**config.mk**
```make
export PLATFORM = sky130hd
export DESIGN_NAME = writeback_arbiter
export DESIGN_NICKNAME = d
export VERILOG_FILES = /design/src/rtl/writeback_arbiter.sv
export SDC_FILE = /design/constraint.sdc
export NUM_CORES = 1
export LEC_CHECK = 0
export CAP_MARGIN = 20
export CORE_AREA = 2 2 101 103
export CTS_CLUSTER_SIZE = 14
export DETAILED_ROUTE_END_ITERATION = 7
export DIE_AREA = 0 0 103 105
export PLACE_DENSITY = 0.84
export SETUP_SLACK_MARGIN = 0.4
export SLEW_MARGIN = 10
export SYNTH_ARGS = -nofsm -noshare
export SYNTH_HDL_FRONTEND = slang
export SYNTH_SLANG_ARGS = --single-unit
```
**constraint.sdc**
```tcl
create_clock -name clk -period 6 [get_ports clk]
set_clock_uncertainty 0.05 [all_clocks]
set_input_delay 1.2 -clock clk [delete_from_list [all_inputs] [get_ports clk]]
set_output_delay 1.2 -clock clk [all_outputs]
set_load 0.02 [all_outputs]
```
**src/rtl/writeback_arbiter.sv**
```systemverilog
// Register-file writeback arbiter: ALU results win outright, load and multiply
// share the remaining slot round-robin, and a pending mask tracks outstanding long-latency writes.
module writeback_arbiter (
    input  logic        clk,
    input  logic        reset,
    input  logic        alu_valid,
    input  logic [4:0]  alu_addr,
    input  logic [31:0] alu_data,
    input  logic        ld_valid,
    output logic        ld_ready,
    input  logic [4:0]  ld_addr,
    input  logic [31:0] ld_data,
    input  logic        mul_valid,
    output logic        mul_ready,
    input  logic [4:0]  mul_addr,
    input  logic [31:0] mul_data,
    input  logic        issue_valid,
    input  logic [4:0]  issue_addr,
    output logic        reg_write,
    output logic [4:0]  write_addr,
    output logic [31:0] write_data,
    output logic [31:0] pending
);

    typedef enum logic {
        RR_LOAD,
        RR_MUL
    } rr_state_t;

    rr_state_t   rr_q;
    rr_state_t   rr_d;
    logic        acc_valid;
    logic        slow_acc;
    logic [4:0]  acc_addr;
    logic [31:0] acc_data;
    logic [31:0] set_mask;
    logic [31:0] clr_mask;
    logic [31:0] pending_d;

    always_ff @(posedge clk or posedge reset) begin
        if (reset) begin
            rr_q <= RR_LOAD;
        end else begin
            rr_q <= rr_d;
        end
    end

    // The ALU has no ready, so it always takes the slot; the slow ports only
    // contend when the ALU is idle, and rr state moves only on a slow grant.
    always_comb begin
        rr_d      = rr_q;
        ld_ready  = 1'b0;
        mul_ready = 1'b0;
        acc_valid = 1'b0;
        slow_acc  = 1'b0;
        acc_addr  = 5'd0;
        acc_data  = 32'd0;
        if (!reset) begin
            if (alu_valid) begin
                acc_valid = 1'b1;
                acc_addr  = alu_addr;
                acc_data  = alu_data;
            end else if (ld_valid && (!mul_valid || rr_q == RR_LOAD)) begin
                ld_ready  = 1'b1;
                acc_valid = 1'b1;
                slow_acc  = 1'b1;
                acc_addr  = ld_addr;
                acc_data  = ld_data;
                rr_d      = RR_MUL;
            end else if (mul_valid) begin
                mul_ready = 1'b1;
                acc_valid = 1'b1;
                slow_acc  = 1'b1;
                acc_addr  = mul_addr;
                acc_data  = mul_data;
                rr_d      = RR_LOAD;
            end
        end
    end

    // Set wins over clear on the same index; bit 0 can never be outstanding.
    always_comb begin
        set_mask  = issue_valid ? (32'h1 << issue_addr) : 32'h0;
        clr_mask  = slow_acc ? (32'h1 << acc_addr) : 32'h0;
        pending_d = ((pending & ~clr_mask) | set_mask) & ~32'h1;
    end

    always_ff @(posedge clk or posedge reset) begin
        if (reset) begin
            pending <= 32'h0;
        end else begin
            pending <= pending_d;
        end
    end

    always_ff @(posedge clk or posedge reset) begin
        if (reset) begin
            reg_write  <= 1'b0;
            write_addr <= 5'd0;
            write_data <= 32'd0;
        end else begin
            reg_write <= acc_valid && (acc_addr != 5'd0);
            if (acc_valid && (acc_addr != 5'd0)) begin
                write_addr <= acc_addr;
                write_data <= acc_data;
            end
        end
    end

`ifndef SYNTHESIS
    // Upstream must hold a stalled slow result steady until it is taken.
    ld_hold_stable: assert property (@(posedge clk) disable iff (reset)
        (ld_valid && !ld_ready) |=> (ld_valid && $stable(ld_addr) && $stable(ld_data)));
    mul_hold_stable: assert property (@(posedge clk) disable iff (reset)
        (mul_valid && !mul_ready) |=> (mul_valid && $stable(mul_addr) && $stable(mul_data)));
`endif

endmodule
```
==> results.ini <==
[detailed_routing]
drtIter0Drc = 219
drc = 0
wl_um = 12600
drtPass1Iterations = 4
final_antenna_net_count = 0
dr_total_vias = 3777
vias_per_cell = 5.27
routedWlPerCell_um = 17.6

[run]
cap_violations = 0

[clock_network]
cts_setup_buffers = 0
cts.repair.resized = 0
clkSinkCount = 70
cts_made_buffers = 9
hold_buffers = 0
clock_latency_ps = 330
cts_root_buffer = clkbuf_8
clock_path_buffers = 2
cts_max_level = 3
clk_pin_slew_ps = 80
cts_tree = yes

[sta]
max-slew-margin-rel_pct = 55.7
fmax_mhz = 222
drv_slew = 0
finalHoldViolations = 0
fin_tns_setup_ps = 0
timing.final.crit_share_pct = 74.9
layout_min_cycle_time_ps = 4490
tightest_slew_ps = 665
rsz0062_at_grt = no
hold_slack_ps = 444
setup_viol = 0

[floorplan]
ios = 194
fp.dieH_um = 105
core_mm2 = 0.00964
die_area_mm2 = 0.0108
initial_core_util_pct = 39.7
rows = 36
die_w_um = 103

[yosys]
syn_area_mm2 = 0.00383
synth-seq-cells = 70
synth_seq_area_share_pct = 45.7
synth_cell_type_count = 43
syn_inst = 397
yosys_warnings = 0
mappedNetlistNets = 519
ys.flop_type = dfrtp_1
synth_edf_count = 0
async_flop_share_pct = 100
syn_area_per_cell_um2 = 9.65

[setup_path]
required_ps = 4750
cp.depth = 4
crit_path_end_kind = primary output
cp.buffers_inverters = 2
rr_worst_depth = 7
cp_common_cell = clkdlybuf4s50_1
slowest_delay_ps = 700
crit_type = primary input to primary output
critPathMaxFanout = 33
cpLargestDelayFamily = buffers and inverters
start_kind = primary input
path_cells = clkdlybuf4s50_1 -> a21bo_2 -> nor3_2 -> clkdlybuf4s50_1
crit_slowest_cell = clkdlybuf4s50_1
crit_arrival_ps = 3240

[power]
peakVddDrop_mv = 0.161
cellPowerDensity_mw_per_mm2 = 287
power_leakage_nw = 2.56

[global_route]
grtUsageTotal_pct = 22.6
grt_max_degree = 63
overflow = 0
antenna_found_initial = 0
grt_pass1_wl_um = 18900
grt_pass1_vias = 3790

[placement]
place_hpwl_um = 9620
place_congestion = 0.910
portBuffers = 192
placed_cell_area_mm2 = 0.00580
post-place-cells = 700

[min_path]
holdPathStages = 1
min_path_type = flop to flop

[layout]
layoutNonFillerInstCount = 717
nNetsFinal = 701
diodes = 0
final_util_pct = 62.8
areaGrowthSynthToFinish_pct = 58.1
stdcell_area_mm2 = 0.00606
drive_above_1_share_pct = 11.1

[status]
status = complete, no violations

routing by layer:
| metal | wire length (µm) | up-vias | track usage [%] | share of wire, % |
|---|---|---|---|---|
| met1 | 5260 | 1804 | 28.5 | 42 |
| met4 | 206 | 0 | 7.33 | 1.6 |
| met5 | 0 | - | 0 | 0 |
| met3 | 1070 | 16 | 5.35 | 8.5 |
| met2 | 6060 | 164 | 37.9 | 48 |
| li1 | - | 1793 | - | - |
worst register-to-register path: cells and delay by family (launching register included):
kind | cells | cell delay (ps)
simple gates | 3 | 1040
buf+inv | 1 | 260
flops | 1 | 440
mux | 1 | 340
compound gates | 2 | 970
cell usage in the layout (no fill, tap or decap), types with 2 or more instances in the layout:
cell type        synthesis  routed
nand2_1                 37      37
clkinv_2                 0       2
nand4b_1                 2       2
dfrtp_1                 70      70
inv_1                    5       4
bufinv_16                0       3
nand4_1                  2       2
a21oi_1                 36      36
nor2_1                   3       3
and3_1                  33      33
mux2_1                   4       4
buf_4                    2       4
o21ai_0                 94      94
a31oi_1                  2       2
nand2b_1                 8       8
o21bai_1                 2       2
or2_2                    5       5
clkbuf_8                 0       9
and2_1                   2       2
nand3_1                 11      11
clkdlybuf4s50_1          0     191
mux2_4                  27      27
o31ai_1                  6       6
o21ai_1                  2       2
registers in the layout (all words and copies together) (netlist names):
signal,count
write_data,32
reg_write,1
write_addr,5
pending,31
rr_q,1
logic make-up after synthesis:
family	share of synthesized area, %
buf+inv	4.25
other cells	0.0979
mux	12.1
simple gates	16.7
flops	45.7
compound gates	21.2
Yosys cell counts (3+ instances only):
| cell type | n | share of area, % |
|---|---|---|
| nand2b_1 | 8 | 1.3 |
| a21oi_1 | 36 | 4.7 |
| and3_1 | 33 | 5.4 |
| buf_6 | 5 | 1.5 |
| inv_1 | 5 | 0.49 |
| nor2_1 | 3 | 0.29 |
| o31ai_1 | 6 | 1.2 |
| mux2_1 | 4 | 1.2 |
| dfrtp_1 | 70 | 46 |
| nand3_1 | 11 | 1.4 |
| or2_2 | 5 | 0.82 |
| mux2_4 | 27 | 11 |
| nand2_1 | 37 | 3.6 |
| o21ai_0 | 94 | 12 |
| clkbuf_1 | 18 | 1.8 |
path summary, 6_finish.rpt:
kind | from | to | slack (ps)
worst min-delay path | write_data[7] | write_data[7] | 440
max in group asynchronous | reset | pending[8] | 3630
worst max register to register | rr_q | write_data[8] | 2760
worst min register to register | write_data[7] | write_data[7] | 440
min in group asynchronous | reset | write_addr[4] | 1270
worst max-delay path | ld_valid | ld_ready | 1510
stage by stage:
step / setup WS [ps] / total power [mW]
floorplan: 1510 / 0.948
finish: 1510 / 1.74
global placement: 1310 / 1.27
detailed placement: 1200 / 1.28
CTS: 1520 / 1.75
global route: 1460 / 1.82
where the power goes:
group | total (mW) | internal, mW | switching [mW]
combinational | 0.649 | 0.338 | 0.311
clock | 0.455 | 0.277 | 0.179
sequential | 0.632 | 0.567 | 0.0644
final cells by class:
type / instances / area, µm²
Fill cell: 825 / 3580
Timing Repair Buffer: 197 / 1970
Multi-Input combinational cell: 296 / 1920
Sequential cell: 70 / 1750
Tap cell: 133 / 166
Clock buffer: 10 / 128
Clock inverter: 6 / 109
Inverter: 5 / 18.8
Note: power is estimated with default switching activity, not from simulation.
